===== src/rtl/shift_exec_pipe_pkg.sv =====
`default_nettype none
//============================================================================
// Package : shift_pkg
// Brief   : Shared op encodings, widths and helpers for the shift pipe.
// Rev     : 1.0 - initial release
//============================================================================
package shift_pkg;

    localparam int XLEN_DEFAULT = 64;

    typedef logic [2:0] shop_t;

    localparam shop_t SHOP_SLL = 3'b000;
    localparam shop_t SHOP_SRL = 3'b001;
    localparam shop_t SHOP_SRA = 3'b010;
    localparam shop_t SHOP_ROL = 3'b011;
    localparam shop_t SHOP_ROR = 3'b100;

    // Word ops only look at the low five amount bits.
    localparam logic [5:0] WORD_AMT_MASK = 6'h1F;

    // Encodings 101-111 are never legal; rotates are legal only when built in.
    function automatic logic shop_illegal(input shop_t op);
`ifdef SHIFT_EXEC_ROTATE_EN
        return (op > SHOP_ROR);
`else
        return !((op == SHOP_SLL) || (op == SHOP_SRL) || (op == SHOP_SRA));
`endif
    endfunction

endpackage
`default_nettype wire


===== src/rtl/shift_exec_pipe_core.sv =====
`default_nettype none
//============================================================================
// Module : shift_core
// Brief  : Combinational six-stage logarithmic shifter (1/2/4/8/16/32) with
//          logical/arithmetic shifts, optional rotates and 32-bit word mode.
//          Rotates exist only when SHIFT_EXEC_ROTATE_EN is defined.
// Rev    : 1.0 - initial release
//============================================================================
module shift_core
    import shift_pkg::*;
#(
    parameter int XLEN = XLEN_DEFAULT
) (
    input  logic [XLEN-1:0] a,
    input  logic [5:0]      amt,
    input  logic            left,
    input  logic            arith,
    input  logic            rotate,
    input  logic            word,
    output logic [XLEN-1:0] result
);

    // Stage values; in word mode only the low 32 bits are meaningful.
    logic [XLEN-1:0] w_st [0:6];
    logic [XLEN-1:0] w_final;

    assign w_st[0] = word ? {32'b0, a[31:0]} : a;

    for (genvar k = 0; k < 6; k++) begin : g_stage
        localparam int C_S = 1 << k;

        logic [XLEN-1:0]        w_in;
        logic [XLEN-1:0]        w_l64;
        logic [XLEN-1:0]        w_r64;
        logic [XLEN-1:0]        w_sr64;
        logic signed [XLEN-1:0] w_sra64;
        logic [31:0]            w_lo;
        logic [31:0]            w_l32;
        logic [31:0]            w_r32;

        assign w_in    = w_st[k];
        assign w_lo    = w_in[31:0];
        assign w_sra64 = $signed(w_in) >>> C_S;
        assign w_sr64  = arith ? w_sra64 : (w_in >> C_S);

`ifdef SHIFT_EXEC_ROTATE_EN
        assign w_l64 = rotate ? ((w_in << C_S) | (w_in >> (XLEN - C_S))) : (w_in << C_S);
        assign w_r64 = rotate ? ((w_in >> C_S) | (w_in << (XLEN - C_S))) : w_sr64;
`else
        assign w_l64 = w_in << C_S;
        assign w_r64 = w_sr64;
`endif

        if (k < 5) begin : g_word_sh
            logic signed [31:0] w_sra32;
            logic [31:0]        w_sr32;

            assign w_sra32 = $signed(w_lo) >>> C_S;
            assign w_sr32  = arith ? w_sra32 : (w_lo >> C_S);
`ifdef SHIFT_EXEC_ROTATE_EN
            assign w_l32 = rotate ? ((w_lo << C_S) | (w_lo >> (32 - C_S))) : (w_lo << C_S);
            assign w_r32 = rotate ? ((w_lo >> C_S) | (w_lo << (32 - C_S))) : w_sr32;
`else
            assign w_l32 = w_lo << C_S;
            assign w_r32 = w_sr32;
`endif
        end else begin : g_word_pass
            // Word amounts never reach the 32 stage; pass through.
            assign w_l32 = w_lo;
            assign w_r32 = w_lo;
        end

        assign w_st[k+1] = !amt[k] ? w_in :
                           word    ? {32'b0, (left ? w_l32 : w_r32)} :
                                     (left ? w_l64 : w_r64);
    end

    assign w_final = word ? {{32{w_st[6][31]}}, w_st[6][31:0]} : w_st[6];

`ifdef SHIFT_EXEC_ROTATE_EN
    assign result = w_final;
`else
    // Without rotate hardware a rotate request has no defined result.
    assign result = rotate ? '0 : w_final;
`endif

endmodule
`default_nettype wire


===== src/rtl/shift_exec_pipe.sv =====
`default_nettype none
//============================================================================
// Module : shift_exec_pipe
// Brief  : Two-stage valid/ready shift execution unit for RV64 (incl. *W
//          word ops). S1 registers operands and the normalised amount, S2
//          registers the shift_core result. Optional macro
//          SHIFT_EXEC_ROTATE_EN enables ROL/ROR.
// Rev    : 1.0 - initial release
//============================================================================
module shift_exec_pipe
    import shift_pkg::*;
#(
    parameter int XLEN  = XLEN_DEFAULT,
    parameter int TAG_W = 5
) (
    input  logic             clk,
    input  logic             rst_n,
    input  logic             flush,
    input  logic             in_valid,
    output logic             in_ready,
    input  logic [2:0]       in_op,
    input  logic             in_word,
    input  logic [XLEN-1:0]  in_a,
    input  logic [5:0]       in_amt,
    input  logic [TAG_W-1:0] in_tag,
    output logic             out_valid,
    input  logic             out_ready,
    output logic [XLEN-1:0]  out_data,
    output logic [TAG_W-1:0] out_tag,
    output logic             out_illegal
);

    logic             r_s1_valid;
    shop_t            r_s1_op;
    logic             r_s1_word;
    logic [XLEN-1:0]  r_s1_a;
    logic [5:0]       r_s1_amt;
    logic [TAG_W-1:0] r_s1_tag;

    logic             r_s2_valid;
    logic [XLEN-1:0]  r_s2_data;
    logic [TAG_W-1:0] r_s2_tag;
    logic             r_s2_illegal;

    logic             w_s2_adv;
    logic             w_s1_adv;
    logic [5:0]       w_amt_eff;
    logic             w_s1_illegal;
    logic             w_left;
    logic             w_arith;
    logic             w_rotate;
    logic [XLEN-1:0]  w_core_result;

    assign w_s2_adv  = !r_s2_valid || out_ready;
    assign w_s1_adv  = !r_s1_valid || w_s2_adv;
    assign in_ready  = w_s1_adv && !flush;
    assign w_amt_eff = in_word ? (in_amt & WORD_AMT_MASK) : in_amt;

    assign w_s1_illegal = shop_illegal(r_s1_op);
    assign w_left       = (r_s1_op == SHOP_SLL) || (r_s1_op == SHOP_ROL);
    assign w_arith      = (r_s1_op == SHOP_SRA);
    assign w_rotate     = (r_s1_op == SHOP_ROL) || (r_s1_op == SHOP_ROR);

    shift_core #(
        .XLEN   (XLEN)
    ) u_core (
        .a      (r_s1_a),
        .amt    (r_s1_amt),
        .left   (w_left),
        .arith  (w_arith),
        .rotate (w_rotate),
        .word   (r_s1_word),
        .result (w_core_result)
    );

    // Stage 1: capture an accepted request; flush kills it.
    always_ff @(posedge clk or negedge rst_n) begin
        if (!rst_n) begin
            r_s1_valid <= 1'b0;
            r_s1_op    <= SHOP_SLL;
            r_s1_word  <= 1'b0;
            r_s1_a     <= '0;
            r_s1_amt   <= '0;
            r_s1_tag   <= '0;
        end else if (flush) begin
            r_s1_valid <= 1'b0;
        end else if (w_s1_adv) begin
            r_s1_valid <= in_valid;
            if (in_valid) begin
                r_s1_op   <= in_op;
                r_s1_word <= in_word;
                r_s1_a    <= in_a;
                r_s1_amt  <= w_amt_eff;
                r_s1_tag  <= in_tag;
            end
        end
    end

    // Stage 2: register the result; holds while the consumer stalls.
    always_ff @(posedge clk or negedge rst_n) begin
        if (!rst_n) begin
            r_s2_valid   <= 1'b0;
            r_s2_data    <= '0;
            r_s2_tag     <= '0;
            r_s2_illegal <= 1'b0;
        end else if (flush) begin
            r_s2_valid <= 1'b0;
        end else if (w_s2_adv) begin
            r_s2_valid <= r_s1_valid;
            if (r_s1_valid) begin
                r_s2_data    <= w_s1_illegal ? '0 : w_core_result;
                r_s2_tag     <= r_s1_tag;
                r_s2_illegal <= w_s1_illegal;
            end
        end
    end

    assign out_valid   = r_s2_valid;
    assign out_data    = r_s2_data;
    assign out_tag     = r_s2_tag;
    assign out_illegal = r_s2_illegal;

endmodule
`default_nettype wire


===== config.mk =====
export PLATFORM = sky130hd
export DESIGN_NAME = shift_exec_pipe
export DESIGN_NICKNAME = d
export VERILOG_FILES = /design/src/rtl/shift_exec_pipe_pkg.sv /design/src/rtl/shift_exec_pipe_core.sv /design/src/rtl/shift_exec_pipe.sv
export SDC_FILE = /design/constraint.sdc
export NUM_CORES = 1
export LEC_CHECK = 0
export BUFFER_PORTS_ARGS = -buffer_cell sky130_fd_sc_hd__clkbuf_2
export CORE_AREA = 2 2 218 220
export DETAILED_ROUTE_END_ITERATION = 16
export DIE_AREA = 0 0 220 222
export PLACE_DENSITY = 0.49
export SKIP_CTS_REPAIR_TIMING = 1
export SYNTH_ARGS = -nofsm -noshare
export SYNTH_HDL_FRONTEND = slang
export SYNTH_SLANG_ARGS = --single-unit
export TNS_END_PERCENT = 1

===== constraint.sdc =====
create_clock -name clk -period 3.5 [get_ports clk]
set_input_delay 0.175 -clock clk [delete_from_list [all_inputs] [get_ports clk]]
set_output_delay 0.175 -clock clk [all_outputs]
set_load 0.02 [all_outputs]

Word-level counts from Yosys, hierarchy flattened. Cells that the tools add are included.

Register bits after elaboration: 151.

Equality and inequality tests: 4. Multiplexer cells: 43. Bitwise gates (word level): 1. Reduce and logical (&&, ||, !) cells: 16.

Operators with widths (number): $mux W64 (28); $mux W32 (10); $eq A3 B2 Y1 const B (2); $logic_or A1 B1 Y1 (6); $mux W6 (1); $reduce_and A3 Y1 (2); $logic_not A1 Y1 (4); $mux W1 (4); $reduce_bool A2 Y1 (2); $eq A3 B1 Y1 const B (1); $eq A3 B3 Y1 const B (1); $logic_not A3 Y1 (1); $logic_and A1 B1 Y1 (1); $not A1 Y1 (1).

Longest topological paths before layout.
Depth in word-level cells: 28. Gate-level depth with buffers: 15. Depth with buffers taken out: 9.

Hierarchy. A second synthesis with hierarchy kept.

Cells, all modules: 2113. Area total of the unflattened synthesis: 16953.8 um^2.

Modules (own cells, without submodules): shift_core (instances 1, cells each 1642, area an instance 10707.8 um^2, sequential area each 0.0 um^2); shift_exec_pipe (instances 1, cells each 471, area an instance 6246.0 um^2, sequential area each 3778.6 um^2).

Least setup slack after synthesis. OpenSTA, ideal clock, no wires.

Path kind: reg-to-reg. Start: register r_s1_amt[0]. End: register r_s2_data[2] (netlist: out_data[2]). Setup time: 139 ps. Arrival time: 2631 ps. Required time: 3361 ps. Path slack: 730 ps. Stages on the path, launching flop included: 14. Period minus slack after synthesis: 2770 ps. Path through: dfrtp_1 buf_2 buf_6 buf_2 buf_6 buf_2 mux2i_1 o22ai_1 a21oi_1 nor2_1 o32a_1 a2bb2oi_1 a222oi_1 o21ai_0.

Cells in the longest elaborated chain, start to end: 24.

RTL lines: start: declaration (line shift_exec_pipe.sv:37) `logic [5:0] r_s1_amt;`; start signal: assignment (line shift_exec_pipe.sv:93) `r_s1_amt <= w_amt_eff;`; $mux W64 (*) (line shift_exec_pipe_core.sv:73) `assign w_st[k+1] = !amt[k] ? w_in :`; $mux W64 (line shift_exec_pipe_core.sv:44) `assign w_sr64 = arith ? w_sra64 : (w_in >> C_S);`; $mux W64 (line shift_exec_pipe_core.sv:75) `(left ? w_l64 : w_r64);`; $mux W64 (line shift_exec_pipe_core.sv:74) `word ? {32'b0, (left ? w_l32 : w_r32)} :`; $mux W64 (*) (line shift_exec_pipe_core.sv:73); $mux W64 (line shift_exec_pipe_core.sv:44); $mux W64 (line shift_exec_pipe_core.sv:75); $mux W64 (line shift_exec_pipe_core.sv:74); [8 not listed]; $mux W64 (*) (line shift_exec_pipe_core.sv:73); $mux W64 (line shift_exec_pipe_core.sv:44); $mux W64 (line shift_exec_pipe_core.sv:75); $mux W64 (line shift_exec_pipe_core.sv:74); $mux W64 (*) (line shift_exec_pipe_core.sv:73); $mux W64 (*) (line shift_exec_pipe_core.sv:78) `assign w_final = word ? {{32{w_st[6][31]}}, w_st[6][31:0]} : w_st[6];`; $mux W64 (*) (line shift_exec_pipe_core.sv:84) `assign result = rotate ? '0 : w_final;`; $mux W64 (*) (line shift_exec_pipe.sv:111) `r_s2_data <= w_s1_illegal ? '0 : w_core_result;`; end signal: assignment (line shift_exec_pipe.sv:111); end: declaration (line shift_exec_pipe.sv:41) `logic [XLEN-1:0] r_s2_data;`.

Mark *: on every way between the ends. The rest lies on a longest branch, timed or not. A chain may end at the register's enable or synchronous reset.

Worst setup path in the final report.
Start: register r_s1_amt[1]. End: register r_s2_data[57] (netlist: out_data[57]).

Cells in the longest elaborated chain, start to end: 20.

RTL lines (line): $mux W64 (*) (shift_exec_pipe_core.sv:73); $mux W64 (shift_exec_pipe_core.sv:44); $mux W64 (shift_exec_pipe_core.sv:75); $mux W64 (shift_exec_pipe_core.sv:74); $mux W64 (*) (shift_exec_pipe_core.sv:73); $mux W64 (shift_exec_pipe_core.sv:44); $mux W64 (shift_exec_pipe_core.sv:75); $mux W64 (shift_exec_pipe_core.sv:74); [4 not listed]; $mux W64 (*) (shift_exec_pipe_core.sv:73); $mux W64 (shift_exec_pipe_core.sv:44); $mux W64 (shift_exec_pipe_core.sv:75); $mux W64 (shift_exec_pipe_core.sv:74); $mux W64 (*) (shift_exec_pipe_core.sv:73); $mux W64 (*) (shift_exec_pipe_core.sv:78); $mux W64 (*) (shift_exec_pipe_core.sv:84); $mux W64 (*) (shift_exec_pipe.sv:111).

Marks and branches as above.

==> impl_results.md <==
- Most used DFF post-synth: dfrtp_1
- DP HPWL: 76.8 mm
- Die height: 222 um
- Pin count of the biggest net entering global routing: 84
- Post-Syn Nets: 2173
- Synth top area share: 0.234
- Slew Limit Fails: 0
- Io pins: 156
- Ys Warns: 0
- Grt met1 use: 0.536
- Final Setup Violations: 2
- Setup WS post-layout: -0.0338 ns
- Async S/R FF share, synth: 1.00
- Minimum clock period: 3.53 ns
- Vias per inst: 6.74
- DRC viols: 0
- Leakage: 8.76 nW
- Final core utilization: 0.462
- HP Class: in -> reg
- Layout cells sized above 1: 0.312
- Max IR drop VDD: 0.400 mV
- Global routing usage on met2: 0.607
- Root buf cell: clkbuf_16
- Most frequent cells in the layout: 371 x buf_4, 184 x nand2_1, 174 x a21oi_1
- Reg area: 3790 um2
- Final Cell Area: 21400 um2
- Dpl cell area: 19900 um2
- Wirelength per Cell: 31.7 um
- Fillers: 4776
- Total grt overflow: 0
- Crit path cell chain: buf_12 -> buf_4 -> buf_4 -> o21ai_0 -> a221oi_1 -> a211o_1 -> a21oi_1 -> a211oi_1 -> buf_4 -> o221ai_1 -> a211oi_2 -> buf_4 -> o21ai_2
- Post-Synthesis Cells: 2089
- CTS Buf Count: 17
- IO Port Bufs: 155
- Synth top area cells: dfrtp_1 23%, mux2_2 7.2%, a21oi_1 5.4%
- Netlist cell types: 97
- Most common cell after layout, fill and taps aside: buf_4
- Power Density: 633 nW/um2
- Hold_ws: -0.0129 ns
- Clk sinks: 151
- Fin. Hold Viols: 1
- Antenna Nets Post-Route: 0
- Worst path bufs/invs: 5
- CP top delay family: compound AO/OA/AOI/OAI gates
- Area delta synth->final: 32.4%
- Most area-hungry cell type in the Yosys netlist: dfrtp_1
- Worst Path Required: 3.89 ns
- Final WL: 99.7 mm
- Register area share after synthesis: 0.234
- Die ar.: 48800 um2
- Max FO, Critical Path: 21
- Busiest grt layer: met2
- H-tree levels: 4
- Synthesized area: 16200 um2
- DIE WIDTH: 220 um
- Met3 Use GR: 0.0896
- Vias: 21200
- Kind of critical path: reg -> reg
- Worst path arrival time: 3.93 ns
- Worst slew pin tran: 0.823 ns
- Gpl congestion: 1.07
- First-pass DRT Iterations: 6
- Longest Clk Path Bufs: 2
- Global-route wire length before repair: 143 mm
- Clk_lat worst skew: 0.50 ns
- Max-cap check violation count: 0
- CP Launch Type: register
- RSZ-0062 raised after global routing: true
- #FFs+latches synth: 151
- Total Routing Usage GR: 0.402
- Final antenna diode count: 0
- Violated checks: hold timing, setup timing
- Worst-case clock skew: 0.0119 ns
- Slew margin rel.: 0.443
- CP max-delay cell: dfrtp_4
- Number of core rows: 79
- Achievable Freq: 283 MHz
- Max stage delay on crit path: 0.58 ns
- CTS tree: yes
- 1st-iter DRT viols: 2894
- Initial core utilization: 0.349
- Outcome: complete, but fails checks
- Final Cycle Share: 1.01
- Layout Nets: 2607
- Antenna violations before repair: 1
- Core area: 46300 um2
- Multi-input logic area: 11400 um2
- Post-synth EDFFs: 0
- Avg Cell Area, Syn: 7.74 um2
- Crit. End Element: register
- Vias in the first global route: 20300
- Clock Pin Slew Worst Setup and Hold Paths: 0.07 ns
- Most frequent CP cell: buf_4
==> power by group <==
part           leakage, nW  switching, W  internal, W  total (W)
clock network        0.249      0.000873     0.000895    0.00177
registers             1.87      0.000490      0.00210    0.00259
logic                 6.64       0.00575      0.00342    0.00917
==> sequential cells by signal (all words and copies together), names as in the netlist, 3 cells and up <==
name / flops
r_s1_a: 64
r_s1_tag: 5
r_s1_amt: 6
out_data: 64
r_s1_op: 3
out_tag: 5
==> path summary, 6_finish.rpt <==
path                              start      endpoint  slack (ns)  cells after the start
setup / recovery            r_s1_amt[1]  out_data[57]       -0.03                     13
max in group asynchronous         rst_n   r_s1_amt[2]        2.48                      3
hold reg to reg            out_data[32]  out_data[32]        0.49                      2
min in group asynchronous         rst_n    r_s1_a[12]        0.15                      2
hold / removal                out_ready     out_valid       -0.01                      4
setup reg to reg            r_s1_amt[1]  out_data[57]       -0.03                     13
==> per-layer routing <==
layer	routed length [um]	part of all wire	up-vias
li1	-	-	9020
met5	0	0	-
met4	5430	0.054	0
met3	10200	0.10	256
met2	43900	0.44	1411
met1	40100	0.40	10500
==> synth_stat cells, types with 50 or more instances <==
cell type	number
a211oi_1	56
dfrtp_1	151
nand3_1	56
o21ai_0	172
a21oi_1	175
nor2_1	167
nor3_1	50
clkbuf_1	102
a31oi_1	64
buf_2	62
mux2_2	103
nand2_1	185
==> worst min-delay path: stages <==
cell and delay, ns:
clkbuf_2 0.08, nor2b_1 0.06, nor2_1 0.08, nor2_1 0.04
==> layout make-up <==
type | count | share of cell area
timing repair buffer | 633 | 0.226
tap | 607 | 0.0355
clock buffer | 19 | 0.0202
multi-input combinational | 1701 | 0.534
clock inverter | 12 | 0.00386
sequential | 151 | 0.177
inverter | 19 | 0.00333
==> cell families after synthesis <==
kind of cell / count (synthesis) / share of synthesized area
DFF: 151 / 0.234
AOI/OAI and AO/OA: 939 / 0.410
xor gates and xnor gates: 2 / 0.00341
muxes: 156 / 0.108
buffers and inverters: 237 / 0.0698
and+or+nand+nor: 604 / 0.175
==> through the flow <==
stage,worst slack [ns],cells,TNS (ns),total power [W]
after floorplan,0.730,2089,0,0.00699
after global placement,-0.244,3028,-0.429,0.0113
after detailed placement,-0.233,3028,-0.427,0.0112
after CTS,-0.276,3059,-0.648,0.0131
after global routing,-0.102,3142,-0.320,0.0140
final,-0.0338,3142,-0.0400,0.0135
(Power assumes the default switching activity.)
